<file path="config.mk">
export PLATFORM = sky130hd
export DESIGN_NAME = cpu_cu_param
export DESIGN_NICKNAME = d
export VERILOG_FILES = /design/src/rtl/cpu_cu_param.sv
export SDC_FILE = /design/constraint.sdc
export NUM_CORES = 1
export LEC_CHECK = 0
export CORE_ASPECT_RATIO = 1.1
export CORE_MARGIN = 4
export CORE_UTILIZATION = 40
export DETAILED_ROUTE_END_ITERATION = 10
export PLACE_DENSITY_LB_ADDON = 0.05
export SLEW_MARGIN = 25
export SYNTH_ARGS = -nofsm -noshare
export SYNTH_HDL_FRONTEND = slang
export SYNTH_SLANG_ARGS = --single-unit
</file>
<file path="constraint.sdc">
create_clock -name clk -period 1.55 [get_ports clk]
set_input_delay 0.155 -clock clk [delete_from_list [all_inputs] [get_ports clk]]
set_output_delay 0.155 -clock clk [all_outputs]
set_load 0.02 [all_outputs]
</file>
<file path="src/rtl/cpu_cu_param.sv">
// cpu_cu_param -- parametrised Moore control unit for the 16-bit CPU family.
//
// Sits between the instruction register and the execution unit / memory and
// issues one control word per state. Memory states (FETCH, LOAD, STO, LDI)
// stall on mem_rdy. A watchdog counter sends the sequencer to BUSERR if the
// memory stays silent too long. HALT resumes on go. ILLEGAL and BUSERR are
// left only through reset.
//
// Ports:
//   clk, reset_n          clock (rising edge), async active-low reset
//   IR[IW-1:0]            instruction: opcode IR[IW-1:IW-7], fields a/b/c
//   N, Z, C               ALU status, latched by the flag-setting ALU ops
//   mem_rdy               memory completes the current access this cycle
//   go                    resume pulse while in HALT
//   W_addr/R_addr/S_addr  register file write/read/source addresses
//   adr_sel .. rw_en      single-bit control strobes
//   alu_op[3:0]           ALU opcode
//   status[7:0]           LED state display
//   bus_err               high while in BUSERR
module cpu_cu_param #(
    parameter  int AW  = 3,
    parameter  int TMO = 15,
    parameter  int CW  = 8,
    localparam int IW  = 7 + 3 * AW
) (
    input  logic          clk,
    input  logic          reset_n,
    input  logic [IW-1:0] IR,
    input  logic          N,
    input  logic          Z,
    input  logic          C,
    input  logic          mem_rdy,
    input  logic          go,
    output logic [AW-1:0] W_addr,
    output logic [AW-1:0] R_addr,
    output logic [AW-1:0] S_addr,
    output logic          adr_sel,
    output logic          s_sel,
    output logic          pc_ld,
    output logic          pc_inc,
    output logic          pc_sel,
    output logic          ir_ld,
    output logic          mw_en,
    output logic          rw_en,
    output logic [3:0]    alu_op,
    output logic [7:0]    status,
    output logic          bus_err
);

    // Execute states are encoded with their 5-bit status code so the status
    // display is simply {flags, state}.
    typedef enum logic [4:0] {
        S_ADD  = 5'd0,  S_SUB  = 5'd1,  S_CMP  = 5'd2,  S_MOV  = 5'd3,
        S_SHL  = 5'd4,  S_SHR  = 5'd5,  S_INC  = 5'd6,  S_DEC  = 5'd7,
        S_LOAD = 5'd8,  S_STO  = 5'd9,  S_LDI  = 5'd10, S_HALT = 5'd11,
        S_JE   = 5'd12, S_JNE  = 5'd13, S_JC   = 5'd14, S_JMP  = 5'd15,
        S_JN   = 5'd16, S_NOP  = 5'd17,
        S_RESET = 5'd18, S_FETCH = 5'd19, S_DECODE = 5'd20,
        S_ILL   = 5'd21, S_BUSERR = 5'd22
    } state_t;

    localparam logic [CW-1:0] TMO_C   = CW'(TMO);
    localparam logic [CW-1:0] CNT_MAX = {CW{1'b1}};

    state_t        state_q, state_d;
    logic [2:0]    flags_q, flags_d;     // {ps_N, ps_Z, ps_C}
    logic [CW-1:0] cnt_q, cnt_d;

    logic [6:0]    opcode;
    logic [AW-1:0] fa, fb, fc;
    logic          is_mem;
    state_t        mem_next;

    assign opcode = IR[IW-1 -: 7];
    assign fa     = IR[3*AW-1 -: AW];
    assign fb     = IR[2*AW-1 -: AW];
    assign fc     = IR[AW-1:0];

    always_comb begin
        state_d  = state_q;
        flags_d  = flags_q;
        cnt_d    = '0;               // any non-stall cycle clears the watchdog
        is_mem   = 1'b0;
        mem_next = S_FETCH;
        W_addr   = '0;
        R_addr   = '0;
        S_addr   = '0;
        adr_sel  = 1'b0;
        s_sel    = 1'b0;
        pc_ld    = 1'b0;
        pc_inc   = 1'b0;
        pc_sel   = 1'b0;
        ir_ld    = 1'b0;
        mw_en    = 1'b0;
        rw_en    = 1'b0;
        alu_op   = 4'b0000;
        bus_err  = 1'b0;
        status   = {flags_q, state_q};

        case (state_q)
            S_RESET: begin
                status  = 8'hFF;
                state_d = S_FETCH;
            end
            S_FETCH: begin
                status   = 8'h80;
                ir_ld    = mem_rdy;
                pc_inc   = mem_rdy;
                is_mem   = 1'b1;
                mem_next = S_DECODE;
            end
            S_DECODE: begin
                status = 8'hC0;
                // 70..7F map directly onto execute codes 0..15.
                if (opcode[6:4] == 3'b111) state_d = state_t'({1'b0, opcode[3:0]});
                else if (opcode == 7'h6F)  state_d = S_JN;
                else if (opcode == 7'h6E)  state_d = S_NOP;
                else                       state_d = S_ILL;
            end
            S_ADD, S_SUB, S_CMP: begin
                R_addr  = fb;
                S_addr  = fc;
                alu_op  = (state_q == S_ADD) ? 4'b0100 : 4'b0101;
                W_addr  = (state_q == S_CMP) ? '0 : fa;
                rw_en   = (state_q != S_CMP);
                flags_d = {N, Z, C};
                state_d = S_FETCH;
            end
            S_MOV, S_SHL, S_SHR, S_INC, S_DEC: begin
                W_addr = fa;
                S_addr = fc;
                rw_en  = 1'b1;
                case (state_q)
                    S_SHL:   alu_op = 4'b0111;
                    S_SHR:   alu_op = 4'b0110;
                    S_INC:   alu_op = 4'b0010;
                    S_DEC:   alu_op = 4'b0011;
                    default: alu_op = 4'b0000;
                endcase
                if (state_q != S_MOV) flags_d = {N, Z, C};
                state_d = S_FETCH;
            end
            S_LOAD: begin
                W_addr  = fa;
                R_addr  = fc;
                adr_sel = 1'b1;
                s_sel   = 1'b1;
                rw_en   = mem_rdy;
                is_mem  = 1'b1;
            end
            S_STO: begin
                R_addr  = fa;
                S_addr  = fc;
                adr_sel = 1'b1;
                mw_en   = 1'b1;      // held for the whole stall
                is_mem  = 1'b1;
            end
            S_LDI: begin
                W_addr = fa;
                s_sel  = 1'b1;
                rw_en  = mem_rdy;
                pc_inc = mem_rdy;
                is_mem = 1'b1;
            end
            S_HALT: if (go) state_d = S_FETCH;
            S_JE: begin
                pc_ld   = flags_q[1];
                state_d = S_FETCH;
            end
            S_JNE: begin
                pc_ld   = ~flags_q[1];
                state_d = S_FETCH;
            end
            S_JC: begin
                pc_ld   = flags_q[0];
                state_d = S_FETCH;
            end
            S_JN: begin
                pc_ld   = flags_q[2];
                state_d = S_FETCH;
            end
            S_JMP: begin
                S_addr  = fc;
                pc_ld   = 1'b1;
                pc_sel  = 1'b1;
                state_d = S_FETCH;
            end
            S_NOP: state_d = S_FETCH;
            S_ILL: status = 8'hF0;
            S_BUSERR: begin
                status  = 8'hE0;
                bus_err = 1'b1;
            end
            default: state_d = S_RESET;
        endcase

        // Shared stall/timeout handling; a ready in the timeout cycle wins.
        if (is_mem) begin
            if (mem_rdy) begin
                state_d = mem_next;
            end else if (cnt_q == TMO_C) begin
                state_d = S_BUSERR;
            end else begin
                state_d = state_q;
                cnt_d   = (cnt_q == CNT_MAX) ? cnt_q : cnt_q + CW'(1);
            end
        end
    end

    always_ff @(posedge clk or negedge reset_n) begin
        if (!reset_n) begin
            state_q <= S_RESET;
            flags_q <= '0;
            cnt_q   <= '0;
        end else begin
            state_q <= state_d;
            flags_q <= flags_d;
            cnt_q   <= cnt_d;
        end
    end

endmodule

</file>
==> flow_metrics.tcl <==
set metrics [dict create \
    hold_viol 0 \
    peakVddDrop_mv 1.20 \
    period_share_pct 123 \
    ys_ff_latch 16 \
    detail_route.wl_per_cell_um 19.2 \
    design.die.area_mm2 0.00451 \
    grt_antenna_before_repair 0 \
    min_path_type "in2async" \
    clkTransAtPathRegs_ns 0.10 \
    ys.flop_type "dfrtp_1" \
    layout.nets 322 \
    rr_worst_depth 6 \
    routed_wl_mm 6.64 \
    drv_slew 0 \
    layout-drive-gt1-share_pct 60.6 \
    path_max_fanout 6 \
    rsz0062_at_grt "true" \
    coreArea_mm2 0.00336 \
    syn_area_mm2 0.00140 \
    start_util_pct 41.7 \
    post-route-min-period_ns 1.91 \
    synth_edf_count 0 \
    core.rowCount 22 \
    dpl.cell_count 322 \
    synthCells 181 \
    yosys.area.top_type "dfrtp_1" \
    antenna_left 0 \
    gr-usage-all-layers_pct 25.5 \
    power.density_mw_per_mm2 1700 \
    arrival_ns 1.75 \
    ios 53 \
    dp_hpwl_mm 3.82 \
    startpoint_type "register" \
    fmaxAchievable_ghz 0.525 \
    finClkSkew_ns 0.00558 \
    r2r-start "state_q[4]" \
    leakage_nw 1.33 \
    async_reset_ff_share_pct 100 \
    holdBufCountCts 0 \
    synth.net_count 205 \
    die_h_um 70.0 \
    cts.sink_count 16 \
    areaGrowthSynthToFinish_pct 113 \
    grt_pass1_wl_mm 9.34 \
    cap_violations 0 \
    routed_via_density 5.72 \
    htreeDepth 1 \
    violations "setup timing" \
    worst_slack_ns -0.356 \
    crit_start "state_q[2]" \
    grt_pass1_vias 1978 \
    dp_slack_ns -0.417 \
    gp_congestion 0.887 \
    place_area_mm2 0.00234 \
    r2r-end "state_q[1]" \
    finalSetupViolCount 45 \
    die_x_um 64.4 \
    grt_max_degree 17 \
    status "finished, violations left" \
    first_iter_violations 125 \
    worstSetupPathType "reg2out" \
    drc 0 \
    cp-end-kind "output pin" \
    clockBufferDepth 2 \
    routed-via-count 1974 \
    cts_buffers 3 \
    antennaDiodeCount 0 \
    endpoint "rw_en" \
    critPathRequiredTime_ns 1.39 \
    clk_latency_ns 0.28 \
    cts_tree "built" \
    final_core_util_pct 88.5 \
    ys_top_cells_by_area "dfrtp_1, nand2_1, nor2_1" \
    ys_seq_area_share_pct 28.8 \
    final_area_mm2 0.00297 \
    p_total_mw 5.05 \
    synth_cell_types 49 \
    fin_cells 345 \
    synth_warnings 0 \
    first_pass_iters 4 \
    netlist.area_leader.share_pct 25.0 \
    place.port_buffers 51 \
    cts-root-buf "clkbuf_4" \
    syn_avg_cell_area_um2 7.73 \
    globalRouteOverflowTotal 0 \
    ff2ff_setup_slack_ns -0.26 \
]
cells by family after synthesis:
kind of cell / share of synthesized area (%)
other cells: 0.268
simple gates: 34.1
xor+xnor: 3.76
mux: 7.16
buf+inv: 5.63
flops: 28.8
fa+ha+maj: 0.894
compound gates: 19.4
cell usage after synthesis, types with 5 or more instances:
library cell,count
a21oi_1,12
dfrtp_1,14
nor3_1,9
nor4_1,5
nand2_1,19
and2_1,9
nor2_1,18
o21ai_0,6
nand3_1,6
nand4_1,5
and3_1,6
inv_1,5
how the worst min path moves through the flow:
| stage | slack [ns] | end | depth (start not counted) | start |
|---|---|---|---|---|
| global placement | 0.49 | flags_q[2] | 2 | reset_n |
| floorplan | -0.14 | cnt_q[0] | 0 | reset_n |
| CTS | 0.18 | flags_q[0] | 2 | reset_n |
| finish | 0.18 | cnt_q[6] | 2 | reset_n |
| detailed placement | 0.49 | flags_q[0] | 2 | reset_n |
| global route | 0.18 | cnt_q[6] | 2 | reset_n |
layout by cell type, fill, tap and decap left out, types with 6 or more instances in the layout:
master / Yosys / final
buf_4: 1 / 56
buf_6: 1 / 39
clkdlybuf4s50_1: 0 / 22
nor2_1: 18 / 12
nand2_1: 19 / 11
dfrtp_1: 14 / 11
a21oi_1: 12 / 8
nand2_2: 0 / 6
power by group:
| part | total (mW) | internal [mW] | switching [mW] | leakage [nW] |
|---|---|---|---|---|
| Clock | 0.276 | 0.143 | 0.133 | 0.0210 |
| Combinational | 4.08 | 2.05 | 2.03 | 1.10 |
| Sequential | 0.690 | 0.530 | 0.161 | 0.201 |
worst max-delay path, stage by stage (launching register included):
cell,delay (ns)
dfrtp_2,0.48
buf_6,0.16
nor2_2,0.10
buf_4,0.14
a21oi_1,0.09
a31oi_1,0.25
nor2_1,0.07
buf_2,0.17
per-layer routing:
layer / share of wire, % / global-route usage [%] / vias to the layer above
li1: - / - / 885
met1: 36 / 28.7 / 952
met2: 54 / 47.4 / 109
met3: 5.8 / 4.18 / 28
met4: 4.2 / 9.15 / 0
met5: 0 / 0 / -
flip-flops by register name, indices dropped and copies added (netlist names):
name,cells
cnt_q,8
flags_q,3
state_q,5
cell type report:
cell class	instances	area, um^2
multi-input cells	148	1300
repair buffers	123	1140
flip-flops and latches	16	407
fillers	163	385
well taps	48	60.1
clock buffers	4	36.3
inverters	6	25.0
through the flow:
step / hold slack [ns] / TNS, ns
final: 0.175 / -9.15
after global routing: 0.177 / -12.21
after CTS: 0.177 / -6.40
after detailed placement: 0.489 / -11.67
after global placement: 0.487 / -10.58
after floorplan: -0.141 / -0.185
what timing repair did:
item                       CTS  global route
resized for setup          228            45
pin swaps                   29            22
setup endpoints to repair   44            45
buffers inserted             9            13
Note: power is estimated with default switching activity, not from simulation.
